$ cat config.mk
export PLATFORM = sky130hd
export DESIGN_NAME = uart_tx_sched_flat
export DESIGN_NICKNAME = d
export VERILOG_FILES = /design/src/rtl/uart_tx_sched_if.sv /design/src/rtl/uart_tx_sched.sv /design/src/flat_wrapper.sv
export SDC_FILE = /design/constraint.sdc
export NUM_CORES = 1
export LEC_CHECK = 0
export CAP_MARGIN = 40
export CORE_MARGIN = 2
export CORE_UTILIZATION = 25
export DETAILED_ROUTE_END_ITERATION = 8
export PLACE_DENSITY = 0.48
export SETUP_SLACK_MARGIN = 0.4
export SYNTH_ARGS = -nofsm -noshare
export SYNTH_HDL_FRONTEND = slang
export SYNTH_SLANG_ARGS = --single-unit
export TNS_END_PERCENT = 5
$ cat constraint.sdc
create_clock -name clk -period 6.2 [get_ports clk]
set_input_delay 0.62 -clock clk [delete_from_list [all_inputs] [get_ports clk]]
set_output_delay 0.62 -clock clk [all_outputs]
set_load 0.01 [all_outputs]
$ cat src/rtl/uart_tx_sched_if.sv
// Bundle of the requester-side and transmitter-side signals of uart_tx_sched.
//   req_valid   [N]    requester i has a byte pending
//   req_data    [8N]   byte of requester i at [8*i+7:8*i]
//   req_ready   [N]    one-cycle accept pulse toward requester i
//   tx_start           one-cycle launch pulse to the UART transmitter
//   tx_data     [8]    byte being transmitted, held until the frame completes
//   tx_busy            transmitter is shifting a frame
//   grant_id    [GW]   index of the current/last granted requester
//   active             scheduler is not idle
//   err_timeout        sticky: transmitter never went busy after a launch
// Modports: master = scheduler side, slave = requesters + transmitter side.
interface uart_tx_sched_if #(
  parameter int N  = 4,
  parameter int GW = (N > 1) ? $clog2(N) : 1
);
  logic [N-1:0]   req_valid;
  logic [8*N-1:0] req_data;
  logic [N-1:0]   req_ready;
  logic           tx_start;
  logic [7:0]     tx_data;
  logic           tx_busy;
  logic [GW-1:0]  grant_id;
  logic           active;
  logic           err_timeout;

  modport master (
    input  req_valid, req_data, tx_busy,
    output req_ready, tx_start, tx_data, grant_id, active, err_timeout
  );

  modport slave (
    output req_valid, req_data, tx_busy,
    input  req_ready, tx_start, tx_data, grant_id, active, err_timeout
  );
endinterface

$ cat src/rtl/uart_tx_sched.sv
// Round-robin scheduler sharing one UART byte transmitter between N requesters.
// A pending byte is granted starting the search at the round-robin pointer, launched
// with a one-cycle tx_start, then the transmitter busy flag is tracked to the end of
// the frame, followed by an optional idle gap of GAP cycles.
// Ports:
//   clk   system clock, rising edge
//   rst   synchronous reset, active-high
//   bus   uart_tx_sched_if.master (requester handshake + transmitter control)
module uart_tx_sched #(
  parameter int N        = 4,
  parameter int GAP      = 0,
  parameter int START_TO = 16
) (
  input  logic                clk,
  input  logic                rst,
  uart_tx_sched_if.master     bus
);
  localparam int GW = (N > 1) ? $clog2(N) : 1;

  typedef enum logic [1:0] {
    S_IDLE,
    S_WAIT_BUSY,
    S_WAIT_DONE,
    S_GAP
  } state_t;

  state_t        state_reg;
  logic [GW-1:0] ptr_reg;
  logic [31:0]   cnt_reg;
  logic [N-1:0]  req_ready_reg;
  logic          tx_start_reg;
  logic [7:0]    tx_data_reg;
  logic [GW-1:0] grant_id_reg;
  logic          active_reg;
  logic          err_timeout_reg;

  // Per-requester byte view of the flat data bus.
  logic [7:0] req_byte [N];
  for (genvar gi = 0; gi < N; gi++) begin : g_bytes
    assign req_byte[gi] = bus.req_data[8*gi +: 8];
  end

  // Winner search: first valid bit scanning ptr, ptr+1, ... wrapping modulo N.
  logic          win_found;
  logic [GW-1:0] win_idx;
  logic [GW-1:0] win_next_ptr;
  int            scan_idx;

  always_comb begin
    win_found = 1'b0;
    win_idx   = '0;
    scan_idx  = 0;
    for (int k = 0; k < N; k++) begin
      scan_idx = int'(ptr_reg) + k;
      if (scan_idx >= N) scan_idx = scan_idx - N;
      if (!win_found && bus.req_valid[scan_idx]) begin
        win_found = 1'b1;
        win_idx   = GW'(scan_idx);
      end
    end
    win_next_ptr = (int'(win_idx) == N - 1) ? '0 : win_idx + 1'b1;
  end

  always_ff @(posedge clk) begin
    if (rst) begin
      state_reg       <= S_IDLE;
      ptr_reg         <= '0;
      cnt_reg         <= '0;
      req_ready_reg   <= '0;
      tx_start_reg    <= 1'b0;
      tx_data_reg     <= '0;
      grant_id_reg    <= '0;
      active_reg      <= 1'b0;
      err_timeout_reg <= 1'b0;
    end else begin
      // Accept and launch are single-cycle pulses.
      req_ready_reg <= '0;
      tx_start_reg  <= 1'b0;
      case (state_reg)
        S_IDLE: begin
          if (win_found) begin
            req_ready_reg <= N'(1) << win_idx;
            tx_start_reg  <= 1'b1;
            tx_data_reg   <= req_byte[win_idx];
            grant_id_reg  <= win_idx;
            active_reg    <= 1'b1;
            ptr_reg       <= win_next_ptr;
            cnt_reg       <= '0;
            state_reg     <= S_WAIT_BUSY;
          end
        end
        S_WAIT_BUSY: begin
          if (bus.tx_busy) begin
            state_reg <= S_WAIT_DONE;
          end else if (cnt_reg == 32'(START_TO - 1)) begin
            // Transmitter never picked the byte up; drop it and move on.
            err_timeout_reg <= 1'b1;
            cnt_reg         <= '0;
            if (GAP > 0) begin
              state_reg <= S_GAP;
            end else begin
              state_reg  <= S_IDLE;
              active_reg <= 1'b0;
            end
          end else begin
            cnt_reg <= cnt_reg + 1'b1;
          end
        end
        S_WAIT_DONE: begin
          if (!bus.tx_busy) begin
            cnt_reg <= '0;
            if (GAP > 0) begin
              state_reg <= S_GAP;
            end else begin
              state_reg  <= S_IDLE;
              active_reg <= 1'b0;
            end
          end
        end
        S_GAP: begin
          if (cnt_reg == 32'(GAP - 1)) begin
            cnt_reg    <= '0;
            state_reg  <= S_IDLE;
            active_reg <= 1'b0;
          end else begin
            cnt_reg <= cnt_reg + 1'b1;
          end
        end
        default: begin
          state_reg  <= S_IDLE;
          active_reg <= 1'b0;
        end
      endcase
    end
  end

  assign bus.req_ready   = req_ready_reg;
  assign bus.tx_start    = tx_start_reg;
  assign bus.tx_data     = tx_data_reg;
  assign bus.grant_id    = grant_id_reg;
  assign bus.active      = active_reg;
  assign bus.err_timeout = err_timeout_reg;
endmodule

$ cat src/flat_wrapper.sv
// flat-port wrapper written by rule: the top's interface ports become plain ports
module uart_tx_sched_flat 
#(
  parameter int N        = 4,
  parameter int GAP      = 0,
  parameter int START_TO = 16
)
  (clk, rst, bus_req_valid, bus_req_data, bus_tx_busy, bus_req_ready, bus_tx_start, bus_tx_data, bus_grant_id, bus_active, bus_err_timeout);
  uart_tx_sched_if #(.N(N)) bus_i ();
  input  logic clk;
  input  logic rst;
  input wire logic [$bits(bus_i.req_valid)-1:0] bus_req_valid;
  input wire logic [$bits(bus_i.req_data)-1:0] bus_req_data;
  input wire logic [$bits(bus_i.tx_busy)-1:0] bus_tx_busy;
  output wire logic [$bits(bus_i.req_ready)-1:0] bus_req_ready;
  output wire logic [$bits(bus_i.tx_start)-1:0] bus_tx_start;
  output wire logic [$bits(bus_i.tx_data)-1:0] bus_tx_data;
  output wire logic [$bits(bus_i.grant_id)-1:0] bus_grant_id;
  output wire logic [$bits(bus_i.active)-1:0] bus_active;
  output wire logic [$bits(bus_i.err_timeout)-1:0] bus_err_timeout;
  assign bus_i.req_valid = bus_req_valid;
  assign bus_i.req_data = bus_req_data;
  assign bus_i.tx_busy = bus_tx_busy;
  assign bus_req_ready = bus_i.req_ready;
  assign bus_tx_start = bus_i.tx_start;
  assign bus_tx_data = bus_i.tx_data;
  assign bus_grant_id = bus_i.grant_id;
  assign bus_active = bus_i.active;
  assign bus_err_timeout = bus_i.err_timeout;
  uart_tx_sched #(.N(N), .GAP(GAP), .START_TO(START_TO)) u_core (.clk(clk), .rst(rst), .bus(bus_i));
endmodule
### Word level (Yosys, flattened, before mapping)

Index checks and enable logic that the tools add are counted.

| storage, ports and cells | value |
|---|---|
| register bits | 53 |
| bits in latches | 0 |
| memory bits (writable) | 0 |
| ROM bits | 0 |
| bits of input ports | 39 |
| output and inout bits | 17 |
| logic and storage cells | 105 |
| memories kept | 0 |

| operators by class | value |
|---|---|
| $add $sub $neg | 9 |
| multipliers | 0 |
| div/mod/pow operators | 0 |
| magnitude comparators | 9 |
| equal/unequal tests | 12 |
| shift operators | 1 |
| multiplexer cells | 47 |
| bitwise operators | 4 |
| reductions and logical operators | 14 |

Operator list:

| kind | number |
|---|---|
| $mux 32 | 9 |
| $lt 32x4->1 const B | 4 |
| $pmux 32 s4 | 1 |
| $ge 32x4->1 const B | 3 |
| $sub 32x4->32 const B | 3 |
| $add 32x1->32 const B | 1 |
| $eq 32x32->1 const B | 1 |
| $eq 32x4->1 const B | 1 |
| $mux 2 | 10 |
| $mux 1 | 18 |
| $bmux 8 s2 | 1 |
| $mux 8 | 2 |
| $bmux 1 s2 | 4 |
| $pmux 2 s4 | 1 |
| $add 2x2->3 const B | 2 |
| $ne 2x1->1 const B | 3 |
| $reduce_and 3->1 | 2 |
| $reduce_and 5->1 | 1 |
| $eq 2x1->1 const B | 2 |
| $eq 2x2->1 const B | 2 |
| $ne 2x2->1 const B | 2 |
| $pmux 1 s4 | 1 |
| $reduce_and 4->1 | 1 |
| $shl 1x2->4 const A | 1 |
| 14 further kinds | 20 |

### Longest topological paths before layout

Gate-level depths: netlist (run 1).

| depth | value |
|---|---|
| depth in word-level cells | 19 |
| gate-level depth with buffers | 9 |
| mapped depth without buffers | 8 |

### Worst setup path after synthesis (run 1)

No wires, ideal clock.

| path | value |
|---|---|
| path kind | register -> register |
| start | register u_core.cnt_reg[0] |
| end | register u_core.cnt_reg[13] |
| setup time | 0.128 ns |
| arrival time | 2.372 ns |
| required time | 6.072 ns |
| path slack | 3.700 ns |
| cell stages (with the launch flop) | 10 |
| buffers on the path | 3 |
| period minus slack after synthesis | 2.500 ns |
| cell sequence | dfxtp_1 -> ha_1 -> nand3_2 -> or4_1 -> buf_2 -> or4b_4 -> buf_6 -> buf_6 -> a31oi_1 -> o32ai_1 |

| between the ends | value |
|---|---|
| word-level cells in the longest chain between the ends | 4 |
| elaborated cells between the ends (all ways) | 7 |
| classes of those cells | add/sub: 1; eq/ne: 2; mux: 4 |

Ends and longest elaborated chain:

| what | RTL line | source |
|---|---|---|
| start, declared | uart_tx_sched.sv:29 | `logic [31:0] cnt_reg;` |
| start signal, assigned | uart_tx_sched.sv:106 | `cnt_reg <= cnt_reg + 1'b1;` |
| start signal, assigned | uart_tx_sched.sv:126 | `cnt_reg <= cnt_reg + 1'b1;` |
| $add 32x1->32 or $eq 32x4->1 (tied branches) | uart_tx_sched.sv:106, uart_tx_sched.sv:126, uart_tx_sched.sv:95 |  |
| $mux 32 | uart_tx_sched.sv:95 | `end else if (cnt_reg == 32'(START_TO - 1)) begin` |
| $mux 32 | uart_tx_sched.sv:93 | `if (bus.tx_busy) begin` |
| $pmux 32 s4 * | uart_tx_sched.sv:79 | `case (state_reg)` |

Mark *: on every way between the ends. The rest lies on a longest branch, timed or not. The select of a mux whose other input is x is not followed.
A chain may end at the register's enable or synchronous reset.

### Final worst setup path (run 1)

| path | value |
|---|---|
| start | register u_core.cnt_reg[1] |
| end | register u_core.active_reg (netlist: u_core.bus.active) |

| between the ends | value |
|---|---|
| word-level cells in the longest chain between the ends | 3 |
| elaborated cells between the ends (all ways) | 5 |
| classes of those cells | eq/ne: 4; reduce/logical: 1 |

Ends and longest elaborated chain:

| what | RTL line | source |
|---|---|---|
| $eq 32x4->1 or $eq 32x32->1 (tied branches) | uart_tx_sched.sv:95, uart_tx_sched.sv:121 |  |
| $ne 2x1->1 (no source line) | - |  |
| $reduce_and 5->1 (no source line) * | - |  |
| end signal, assigned | uart_tx_sched.sv:86 | `active_reg <= 1'b1;` |
| end signal, assigned | uart_tx_sched.sv:103 | `active_reg <= 1'b0;` |
| end signal, assigned | uart_tx_sched.sv:116 | `active_reg <= 1'b0;` |
| end, declared | uart_tx_sched.sv:34 | `logic active_reg;` |

Mark *: on every way between the ends. The rest lies on a longest branch, timed or not.

==> qor.txt, run 1 <==
Chip width -> 111.7 um
Reg area -> 1061 sq um
EDFF count, synth -> 0
Ports -> 56
CP delay by family, top -> simple AND/OR/NAND/NOR gates
Final instance area -> 3684 sq um
# DRC -> 0
Mapped Area -> 2900 sq um
Row count -> 39
Clock Skew -> 10.24 ps
Wire per inst -> 14.44 um
Top-count cell post-synth -> dfxtp_1
First-pass GRT wire length -> 12880 um
RSZ-0062 raised after global routing -> no
Input/output buffers -> 55
Core ar. -> 11370 sq um
Initial antenna violation count -> 0
Final setup viols -> 0
Vias in the first global route -> 2563
Total Die Area -> 12480 sq um
CTS tree -> done
Share of cells above drive strength 1 -> 0.06789
Cts repair resizes -> 0
Crit path time final -> 3083 ps
Die height -> 111.7 um
Via Count -> 2683
DRT Wirelength -> 7598 um
CTS Buffer Depth -> 2
Critical Path, Cell by Cell -> ha_1, nand3_2, or4_1, or4b_4, a21oi_4, o22ai_1
Antenna viol nets, final -> 0
Worst setup SP type -> flip-flop
#FFs+latches synth -> 53
Setup repair bufs after CTS -> 0
Number of vias per cell -> 5.101
Worst hold path type -> reg -> reg
Worst-path clk slew -> 70 ps
Placed Area -> 3507 sq um
Nets@finish -> 423
YS warnings -> 0
Core Util, Final -> 0.3240
Starting Density -> 0.2551
Top post-synthesis cells by count -> dfxtp_1, nand2_1, nor3_1
TritonRoute pass-1 iters -> 4
Grt ovf -> 0
Slew headroom -> 0.4344
Max Clk Rate -> 324.4 MHz
Hold Violations, Final -> 0
Max reg flops -> 32
Footprint of the multi-input gates -> 1623 sq um
Htree depth -> 2
DP HPWL -> 5322 um
Async set-reset flop share out of synthesis -> 0
Area share of the largest cell type after synthesis -> 0.3658
Synth Flop Type -> dfxtp_1
Root Driver -> clkbuf_16
# clock sinks -> 53
Crit path required time -> 6350 ps
Synth top area cells -> dfxtp_1, mux2i_1, nand2_1
Period utilization -> 0.4973
Max-cap violations -> 0
Cts hold-fix bufs -> 0
Slowest cell on the critical path -> or4b_4
Syn_area_per_cell -> 8.530 sq um
Post-synthesis sequential area ratio -> 0.3658
Largest fanout on the critical path -> 20
Outcome -> completed
VDD IR max -> 0.1193 mV
Ant diodes -> 0
Fin. max-slew vios -> 0
CP Capture Type -> flip-flop
Leak pwr -> 0.001175 uW
Gr usage total -> 0.1231
Syn Inst Count -> 340
Yosys cell types -> 53
Final GP Congestion -> 0.7437
Syn_nets -> 381
P&R area growth vs syn -> 27.01%
Least-Margin Pin Slew -> 842.8 ps
# fillers -> 1223
Inserted Clock Buffers -> 5
CP peak stage delay -> 720 ps
Yosys top cell by area -> dfxtp_1
Worst-Skew Late Latency -> 290 ps
Setup TNS -> 0 ps
P per Cell Area -> 259.9 nW/um^2
Largest net degree at the start of global routing -> 32
CP bufs+invs -> 0
Crit path kind -> reg -> reg
Critical Path AT -> 3240 ps
Initial detailed-routing violation count -> 114
area by class of cell:
type / count / area share
multi-input combinational: 248 / 0.4406
sequential: 53 / 0.2880
timing repair buffer: 57 / 0.1576
tap: 143 / 0.04857
clock buffer: 6 / 0.03770
inverter: 17 / 0.01732
clock inverter: 2 / 0.01019
layer usage:
metal / routed length, um / GRT usage / vias to the layer above
li1: - / - / 1363
met1: 3781 / 0.1765 / 1266
met2: 3515 / 0.1952 / 50
met3: 237 / 0.01960 / 4
met4: 63 / 0.02716 / 0
met5: 0 / 0 / -
report_power, final:
group          total [uW]  switching [uW]  internal, uW
combinational         236             126           109
clock                 335             133           202
sequential            387            20.2           367
total                 957             279           678
cell usage in the layout (no fill, tap or decap), types with 11 or more instances in the layout:
cell             count
xnor2_1             11
nor4_1              16
dfxtp_1             53
nand2_1             30
nor2_1              18
nand3_1             17
mux2i_1             18
nor3_1              20
clkdlybuf4s50_1     54
inv_1               17
a21oi_1             11
stage by stage:
stage	hold slack (ps)	setup slack, ps	cells	power, uW
final	466.4	3117	526	957.3
after global routing	497.2	2952	526	1006
after CTS	468.0	3118	526	970.0
after detailed placement	449.5	2965	518	632.8
after global placement	445.7	3009	517	628.2
after floorplan	458.6	3700	340	547.2
logic make-up (layout without fill, tap and decap cells):
family | after synthesis | count (layout) | share of synthesized area
xor gates and xnor gates | 13 | 13 | 0.03926
and+or+nand+nor | 150 | 150 | 0.2882
DFF | 53 | 53 | 0.3658
AOI/OAI and AO/OA | 65 | 65 | 0.1592
muxes | 18 | 18 | 0.06212
buffers and inverters | 39 | 82 | 0.07679
adders and majority gates | 2 | 2 | 0.008627
final timing paths:
path / from / to / slack (ps) / cells after the start
max: u_core.cnt_reg[1] / u_core.bus.active / 3120 / 6
min: u_core.bus.tx_data[2] / u_core.bus.tx_data[2] / 470 / 2
max reg2reg: u_core.cnt_reg[1] / u_core.bus.active / 3120 / 6
min reg2reg: u_core.bus.tx_data[2] / u_core.bus.tx_data[2] / 470 / 2
worst min-delay path, delay by kind of cell, from the launching register on:
family	cells	cell delay, ps
DFF	1	330
AOI/OAI and AO/OA	1	60
and+or+nand+nor	1	50
(Power assumes the default switching activity.)
==> inputs of run 2 (changes only) <==
clock period = 3.2 ns   (was 6.2 ns; I/O delays follow)
==> run 2 against run 1 <==
Via count fell by 0.15%; core utilization rose by 0.088 points; critical path type unchanged; setup slack got worse by 2500 ps.
==> qor.txt, run 2 (same netlist as run 1, synthesis figures left out) <==
Outcome -> completed
Largest net degree at the start of global routing -> 31
# fillers -> 1196
CTS Buffer Depth -> 2
Worst-Skew Late Latency -> 290 ps
Input/output buffers -> 55
Least-Margin Pin Slew -> 771.4 ps
VDD IR max -> 0.2057 mV
Period utilization -> 0.8182
Final setup viols -> 0
P per Cell Area -> 480.9 nW/um^2
Hold Violations, Final -> 0
Nets@finish -> 431
Wire per inst -> 14.55 um
DRT Wirelength -> 7769 um
Most frequent cells in the layout -> clkdlybuf4s50_1, dfxtp_1, nand2_1
Initial antenna violation count -> 0
# DRC -> 0
Root Driver -> clkbuf_16
Max Clk Rate -> 382.0 MHz
Crit Reg-Reg Startpoint -> u_core.cnt_reg[0]
Crit path required time -> 3360 ps
Ports -> 56
Total Die Area -> 12480 sq um
Die height -> 111.7 um
DP HPWL -> 5710 um
Chip width -> 111.7 um
CP peak stage delay -> 640 ps
Clock Skew -> 8.130 ps
RSZ-0062 raised after global routing -> no
Leak pwr -> 0.001191 uW
Worst hold path type -> reg -> reg
Gr usage total -> 0.1255
Cts hold-fix bufs -> 0
Crit path kind -> reg -> reg
Hold WS -> 466.6 ps
Max-cap violations -> 0
Worst setup SP type -> flip-flop
Via Count -> 2679
Worst-path clk slew -> 80 ps
Placed cell count -> 524
Crit path time final -> 2618 ps
Initial detailed-routing violation count -> 102
Largest fanout on the critical path -> 6
Htree depth -> 2
Number of vias per cell -> 5.017
CTS tree -> done
CP delay by family, top -> simple AND/OR/NAND/NOR gates
Commonest non-fill, non-tap cell in the layout -> clkdlybuf4s50_1
Critical Path AT -> 2770 ps
Tot Pwr -> 1776 uW
# clock sinks -> 53
CP bufs+invs -> 1
Finished Layout Cells -> 534
Slowest cell on the critical path -> or4_1
CP Capture Type -> flip-flop
Ant diodes -> 0
First-pass GRT wire length -> 13120 um
TritonRoute pass-1 iters -> 4
Core ar. -> 11370 sq um
Inserted Clock Buffers -> 5
Critical Path Start -> u_core.cnt_reg[0]
Starting Density -> 0.2551
Row count -> 39
Fin. max-slew vios -> 0
Setup TNS -> 0 ps
Grt ovf -> 0
P&R area growth vs syn -> 27.35%
Slew headroom -> 0.4823
Hold Startpoint -> u_core.bus.tx_data[2]
Final GP Congestion -> 0.7806
Antenna viol nets, final -> 0
Critical Path, Cell by Cell -> ha_1, nand3_2, or4_1, or4b_4, buf_4, a31oi_1, o32ai_1
Vias in the first global route -> 2670
Share of cells above drive strength 1 -> 0.08696
Max reg flops -> 32
run 2: worst paths after layout:
check / slack, ps / end / cells after the start
max: 580 / u_core.cnt_reg[5] / 7
min: 470 / u_core.bus.tx_data[2] / 2
max reg2reg: 580 / u_core.cnt_reg[5] / 7
min reg2reg: 470 / u_core.bus.tx_data[2] / 2
run 2: report_power, final:
| group | internal [uW] | switching, uW |
|---|---|---|
| Clock | 292 | 261 |
| Sequential | 710 | 37.6 |
| Combinational | 228 | 248 |
run 2: per-stage QoR:
| step | util | setup WS [ps] | cell area, sq um |
|---|---|---|---|
| 2_1_floorplan | - | 700.0 | 2900 |
| 3_3_place_gp | 0.3107 | 519.7 | 3532 |
| 3_5_place_dp | 0.3107 | 443.8 | 3532 |
| 4_1_cts | 0.3235 | 428.1 | 3679 |
| 5_1_grt | 0.3249 | 425.9 | 3694 |
| 6_report | 0.3249 | 581.9 | 3694 |
run 2: worst reg2reg max path, cell delays in order, from the launching register on:
cell and delay (ps):
dfxtp_1 400, ha_1 280, nand3_2 140, or4_1 640
or4b_4 570, buf_4 190, a31oi_1 170, o32ai_1 90
run 2: timing repair:
item | CTS | global route
endpoints found under the setup margin | 0 | 21
resized for setup | 0 | 0
buffers inserted | 0 | 2
hold endpoints to repair | 0 | 0
run 2: cell type report:
class	instances	area (sq um)	share of cell area
multi-input cells	248	1623	0.4394
flip-flops and latches	53	1061	0.2873
repair buffers	65	620.6	0.1680
well taps	143	178.9	0.04844
clock buffers	5	125.1	0.03388
inverters	17	63.81	0.01728
clock inverters	3	21.27	0.005759
run 2: routing by layer:
metal	routed length, um	global-route usage
met5	0	0
met2	3627	0.2065
met1	3756	0.1742
met3	292	0.01524
met4	93	0.03374
